**src/rtl/tdm_demux_1x4.sv**
```systemverilog
// Registered 1-to-4 TDM demultiplexer: round-robin routes a serial sample lane
// into four channel holding registers, tracking frame alignment via start-of-frame.
module tdm_demux_1x4 #(
    parameter int WIDTH = 8,
    parameter int ERRW  = 8
) (
    input  logic               clk,
    input  logic               rst_n,
    input  logic               in_valid,
    input  logic [WIDTH-1:0]   in_data,
    input  logic               in_sof,
    output logic [4*WIDTH-1:0] ch_data,
    output logic [3:0]         ch_valid,
    output logic               frame_valid,
    output logic               locked,
    output logic               sync_err,
    output logic [ERRW-1:0]    err_count
);

    localparam logic [0:0] HUNT   = 1'b0;
    localparam logic [0:0] LOCKED = 1'b1;

    logic [0:0] state, state_n;
    logic [1:0] cnt, cnt_n;
    logic       frame_ok, frame_ok_n;
    logic       wr_en;
    logic [1:0] wr_idx;
    logic       err_ev;
    logic       fv_n;

    // Handshake: in_valid alone qualifies in_data/in_sof; there is no ready,
    // every valid cycle is consumed and idle cycles leave all state untouched.
    always_comb begin
        state_n    = state;
        cnt_n      = cnt;
        frame_ok_n = frame_ok;
        wr_en      = 1'b0;
        wr_idx     = cnt;
        err_ev     = 1'b0;
        fv_n       = 1'b0;
        if (in_valid) begin
            if (state == HUNT) begin
                if (in_sof) begin
                    wr_en      = 1'b1;
                    wr_idx     = 2'd0;
                    cnt_n      = 2'd1;
                    frame_ok_n = 1'b1;
                    state_n    = LOCKED;
                end
            end else if (in_sof) begin
                // An early SOF abandons the partial frame but resyncs at once.
                err_ev     = (cnt != 2'd0);
                wr_en      = 1'b1;
                wr_idx     = 2'd0;
                cnt_n      = 2'd1;
                frame_ok_n = 1'b1;
            end else if (cnt == 2'd0) begin
                err_ev     = 1'b1;
                frame_ok_n = 1'b0;
                state_n    = HUNT;
            end else begin
                wr_en  = 1'b1;
                wr_idx = cnt;
                cnt_n  = cnt + 2'd1;
                fv_n   = frame_ok && (cnt == 2'd3);
            end
        end
    end

    always_ff @(posedge clk or negedge rst_n) begin
        if (!rst_n) begin
            state       <= HUNT;
            cnt         <= 2'd0;
            frame_ok    <= 1'b0;
            ch_data     <= '0;
            ch_valid    <= '0;
            frame_valid <= 1'b0;
            sync_err    <= 1'b0;
            err_count   <= '0;
        end else begin
            state       <= state_n;
            cnt         <= cnt_n;
            frame_ok    <= frame_ok_n;
            ch_valid    <= wr_en ? (4'b0001 << wr_idx) : 4'b0000;
            frame_valid <= fv_n;
            sync_err    <= err_ev;
            for (int i = 0; i < 4; i++) begin
                if (wr_en && (wr_idx == 2'(i)))
                    ch_data[i*WIDTH +: WIDTH] <= in_data;
            end
            if (err_ev && (err_count != {ERRW{1'b1}}))
                err_count <= err_count + 1'b1;
        end
    end

    assign locked = (state == LOCKED);

endmodule
```
**config.mk**
```make
export PLATFORM = sky130hd
export DESIGN_NAME = tdm_demux_1x4
export DESIGN_NICKNAME = d
export VERILOG_FILES = /design/src/rtl/tdm_demux_1x4.sv
export SDC_FILE = /design/constraint.sdc
export NUM_CORES = 1
export LEC_CHECK = 0
export BUFFER_PORTS_ARGS = -buffer_cell sky130_fd_sc_hd__buf_2
export CORE_ASPECT_RATIO = 1.1
export CORE_MARGIN = 10
export CORE_UTILIZATION = 50
export DETAILED_ROUTE_END_ITERATION = 16
export HOLD_SLACK_MARGIN = 0.03
export PLACE_DENSITY = 0.77
export SYNTH_ARGS = -nofsm -noshare
export SYNTH_HDL_FRONTEND = slang
export SYNTH_SLANG_ARGS = --single-unit
export TNS_END_PERCENT = 50
```
**constraint.sdc**
```tcl
create_clock -name clk -period 2.7 [get_ports clk]
set_input_delay 0.27 -clock clk [delete_from_list [all_inputs] [get_ports clk]]
set_output_delay 0.27 -clock clk [all_outputs]
set_load 0.005 [all_outputs]
```
Word level (Yosys, flattened, before mapping). Index checks and enable logic that the tools add are counted.

RAM bits: 0. Bits in read-only memories: 0. Word-level logic and storage cells: 57. Memories: 0. Flip-flop bits (word level): 50. Bits of input ports: 12. Output and inout bits: 47. Bits in latches: 0.

Eq/ne operators: 6. Shifts and indexed selects: 1. $add $sub $neg: 2. Reduce and logical (&&, ||, !) cells: 13. Divide/modulo/power cells: 0. Bitwise logic cells: 0. Order comparisons: 0. Muxes and demuxes: 24. Multiply operators: 0.

Operators by type and width (count): $mux 1 (17); $mux 2 (6); $add 8x1->8 const B (1); $ne 8x8->1 const B (1); $eq 2x2->1 const B (3); $logic_and 1x1->1 (6); $reduce_and 3->1 (2); $reduce_bool 2->1 (3); $logic_not 2->1 (2); $mux 4 (1); $shl 1x2->4 const A (1); $add 2x1->2 const B (1); $eq 2x1->1 const B (1); $ne 2x2->1 const B (1).

Depth between registers and ports, before layout.
Word-level depth: 6. Depth in mapped cells: 8. Mapped depth without buffers: 8.

Least setup slack after synthesis. OpenSTA, ideal clock, no wires.

Path kind: flip-flop to flip-flop. Start point: reg cnt[0]. End point: reg err_count[6]. Required time: 2.575 ns. Path slack: 0.718 ns. Period minus slack after synthesis: 1.982 ns. Arrival: 1.857 ns. Setup time: 0.125 ns. Cell stages (with the launch flop): 9. Buffers on the path: 0. Cells stage by stage: dfrtp_1 -> inv_1 -> ha_1 -> inv_1 -> ha_1 -> and3_1 -> and3_1 -> nand4_1 -> mux2_2.

Word-level cells in the longest chain between the ends: 6. Elaborated cells between the ends (all ways): 7. Those cells by class: mux: 4; reduce/logical: 3.

Ends and longest elaborated chain: start, declared (line 24) `logic [1:0] cnt, cnt_n;`; start signal, assigned (line 82) `cnt <= cnt_n;`; $logic_not 2->1 (line 57) `end else if (cnt == 2'd0) begin`; $mux 1 (line 57); $mux 1 * (line 50) `end else if (in_sof) begin`; $mux 1 * (line 42) `if (state == HUNT) begin`; $mux 1 * (line 41) `if (in_valid) begin`; via err_ev (line 28) `logic err_ev;`; $logic_and 1x1->1 * (line 91) `if (err_ev && (err_count != {ERRW{1'b1}}))`; end signal, assigned (line 92) `err_count <= err_count + 1'b1;`; end, declared (line 17) `output logic [ERRW-1:0] err_count`.

The timed path passes the listed nets; every way through them passes the cells marked *. A chain may end at the register's enable or synchronous reset.

Final worst setup path.
Start point: reg cnt[0]. End point: reg ch_data[19].

Word-level cells in the longest chain between the ends: 6. Elaborated cells between the ends (all ways): 9. Those cells by class: eq/ne: 1; mux: 6; reduce/logical: 2.

Ends and longest elaborated chain: $logic_not 2->1 (line 57); $mux 1 (line 57); $mux 1 (line 50); $mux 1 (line 42); $mux 1 (line 41); $logic_and 1x1->1 * (line 88) `if (wr_en && (wr_idx == 2'(i)))`; end signal, assigned by index (line 89) `ch_data[i*WIDTH +: WIDTH] <= in_data;`; end, declared (line 12) `output logic [4*WIDTH-1:0] ch_data,`.

Mark *: on every way between the ends. The rest lies on a longest branch, timed or not.

==> out/qor_table.md <==
| Metric | Value | Unit |
|:---|:---|:---|
| Max-Cap Viols | 0 | - |
| Startpoint kind of the worst setup timing path | flop | - |
| Final worst setup slack | 0.505 | ns |
| Total clock sinks | 50 | - |
| Detailed-route wire length on metal 1 | 1700 | um |
| Via count of the routed design | 1373 | - |
| Summed area of non-filler cells in the final layout | 0.00253 | mm2 |
| Sequential fraction of the synthesis area | 61.2 | % |
| Leakage power summed over all cells | 1.29 | nW |
| Maximum number of pins on one net before global-route repair | 51 | - |
| Crit path max fanout | 9 | - |
| Post-synth ARST share | 100 | % |
| Total routing resource utilization after global routing | 13.9 | % |
| Clock-pin slew reported for the worst setup and hold paths after clock tree synthesis | 0.09 | ns |
| Crit path max-delay cell type | dfrtp_1 | - |
| Number of detailed-routing iterations run before antenna repair | 6 | - |
| Die Span X | 81.0 | um |
| Top sig layer | met4 | - |
| Placer Congestion | 0.838 | - |
| Placed wire-length estimate after detailed placement | 3570 | um |
| Number of inserted diodes | 0 | - |
| Gr ovfl total | 0 | - |
| Type of element capturing the critical path | flop | - |
| # H-tree levels | 2 | - |
| Crit share post-route | 81.3 | % |
| Area growth, synth to finish | 23.9 | % |
| Timing startpoint of the critical path | cnt[0] | - |
| Final Max Tran Viols | 0 | - |
| Detail-routed via count per cell | 5.26 | - |
| Count of endpoints failing hold in the final timing report | 0 | - |
| Final wirelength | 4690 | um |
| # port buffers | 58 | - |
| Critical Path AT | 2.38 | ns |
| Syn Std Cell Area | 0.00204 | mm2 |
| Result of the run | finished clean | - |
| Syn_nets | 162 | - |
| Floorplan Core Area | 0.00396 | mm2 |
| TritonCTS clock tree | yes | - |
| Tightest Pin Transition | 1.07 | ns |
| Critical-path cell list | inv_1 -> ha_1 -> ha_1 -> nor3_4 -> nand3_2 -> mux2_1 | - |
| Setup WS pre-CTS | 0.528 | ns |
| Number of global-route vias before repair | 1460 | - |
| Yosys warnings | 0 | - |
| Antenna Nets Post-Route | 0 | - |
| First-pass GRT wire length | 7470 | um |
| Maximum resistive drop on vdd | 0.000514 | V |
| Number of distinct library cells after synthesis | 27 | - |
| Final setup violation count | 0 | - |
| Number of flops mapped to enable cells by yosys | 0 | - |
| Clock latency on the worst-skew pair | 0.30 | ns |
| Critical path class | flop to flop | - |
| Number of instances resized during post-cts repair | 0 | - |
| Accumulated negative setup slack | 0 | ns |
| Layout cell share with drive strength beyond 1 | 50.7 | % |
| Class of the tightest hold or removal check | primary input to async pin | - |
| Hold buffer count at CTS | 0 | - |
| Wire length on met2 | 2640 | um |
| Highest Clock Rate | 456 | MHz |
| Most common flop cell mapped by yosys | dfrtp_1 | - |
| Postcts setup bufs | 0 | - |
| Starting DRC count in detailed routing | 71 | - |
| Launch instance of the worst register-to-register path | cnt[0] | - |
| Total CTS buffers | 5 | - |
| Met3 WL post-DR | 257 | um |
| Required time worst endpoint | 2.88 | ns |
| Min cycle time layout | 2.20 | ns |
| Die area | 0.00705 | mm2 |
| RSZ-0062 raised after global routing | false | - |
| Worst max-slew margin expressed relative to the limit | 28.4 | % |
| Stage delay of the slowest cell on the critical path | 0.48 | ns |
| Wirelength per Cell | 18.0 | um |
| Top cell by count, worst path | ha_1 | - |
| Number of instances in the synthesized netlist | 145 | - |
| Count of pins on the block boundary | 59 | - |
| Leading cell types in the layout, fill and taps excluded | 58 x buf_2, 50 x dfrtp_1, 34 x mux2_2, 9 x inv_1, 9 x nand2_1 | - |
| Most common library cell in the layout ignoring fill and taps | buf_2 | - |
| Number of rows in the core area | 24 | - |
| Starting density of the core | 51.6 | % |
| Initial antenna violation count | 0 | - |
| Die Span Y | 87.1 | um |
| Root buffer selected by CTS | clkbuf_8 | - |
| Synth Register Bits | 50 | - |
| Final standard cell utilization of the core | 63.9 | % |
| DRC errors left | 0 | - |
| Clock buffer depth | 2 | - |
| Power density relative to cell area | 1120 | mW/mm2 |
| Largest clock skew in the final design | 0.00786 | ns |
| Area after DPL | 0.00239 | mm2 |
| Avg Synthesized Cell Area | 14.1 | um2 |
| Number of nets in the final layout | 225 | - |
[final timing paths]
| kind | to | slack, ns | depth (start not counted) |
|---|---|---|---|
| worst max-delay path | ch_data[19] | 0.50 | 6 |
| worst min-delay path | sync_err | 0.16 | 1 |
| worst max register to register | ch_data[19] | 0.50 | 6 |
| min in group clk | ch_data[19] | 0.23 | 2 |
| worst min register to register | ch_data[19] | 0.51 | 1 |
| max in group asynchronous | ch_data[25] | 1.88 | 1 |
[cell usage after synthesis, types with 2 or more instances]
cell | count | area (um2)
nand2_1 | 9 | 33.8
xnor2_1 | 4 | 35.0
nand4_1 | 4 | 25.0
and3_1 | 3 | 18.8
nor2b_1 | 3 | 18.8
dfrtp_1 | 50 | 1250
mux2_2 | 34 | 383
a21oi_1 | 4 | 20.0
o21ai_0 | 2 | 10.0
inv_1 | 9 | 33.8
nand3_2 | 3 | 30.0
ha_1 | 5 | 62.6
[layout make-up]
type                            count  area [um2]
Timing Repair Buffer               58         290
Clock buffer                        6        82.6
Tap cell                           52        65.1
Multi-Input combinational cell     84         751
Inverter                            9        33.8
Fill cell                         327        1430
Sequential cell                    50        1250
Clock inverter                      2        60.1
[stage by stage]
step	cells	total power [W]	hold slack [ns]
3_5_place_dp	253	0.00225	0.487
3_3_place_gp	253	0.00217	0.469
4_1_cts	261	0.00288	0.201
5_1_grt	261	0.00303	0.226
2_1_floorplan	145	0.00175	-0.0256
6_report	261	0.00285	0.160
[critical path, delay by kind of cell, from the launching register on]
kind	cells	cell delay (ns)
muxes	1	0.39
and+or+nand+nor	2	0.55
DFF	1	0.48
adders and majority gates	2	0.50
buffers and inverters	1	0.14
[routing by layer]
layer,global-route usage (%),vias to the layer above
met1,14.0,701
met2,25.3,28
met3,5.17,8
met5,0,-
met4,5.04,0
li1,-,636
[cells by family after synthesis]
group | Yosys count | share of synthesized area (%)
AO/OA/AOI/OAI | 12 | 4.41
flip-flops | 50 | 61.2
XOR/XNOR | 4 | 1.71
multiplexers | 35 | 19.3
adder cells (fa/ha/maj) | 5 | 3.06
buffers and inverters | 11 | 2.08
AND/OR/NAND/NOR | 28 | 8.26
[registers in the layout (all words and copies together), names as in the netlist]
signal and cells:
sync_err 1, locked 1, frame_ok 1, err_count 8, cnt 2, frame_valid 1, ch_data 32, ch_valid 4
[report_power, final]
| part | switching [W] | total (W) | internal [W] |
|---|---|---|---|
| sequential | 0.000220 | 0.00128 | 0.00106 |
| combinational | 0.000434 | 0.000936 | 0.000503 |
| clock | 0.000237 | 0.000632 | 0.000395 |
| total | 0.000891 | 0.00285 | 0.00196 |
No activity file was read; power rests on OpenSTA's default activity.
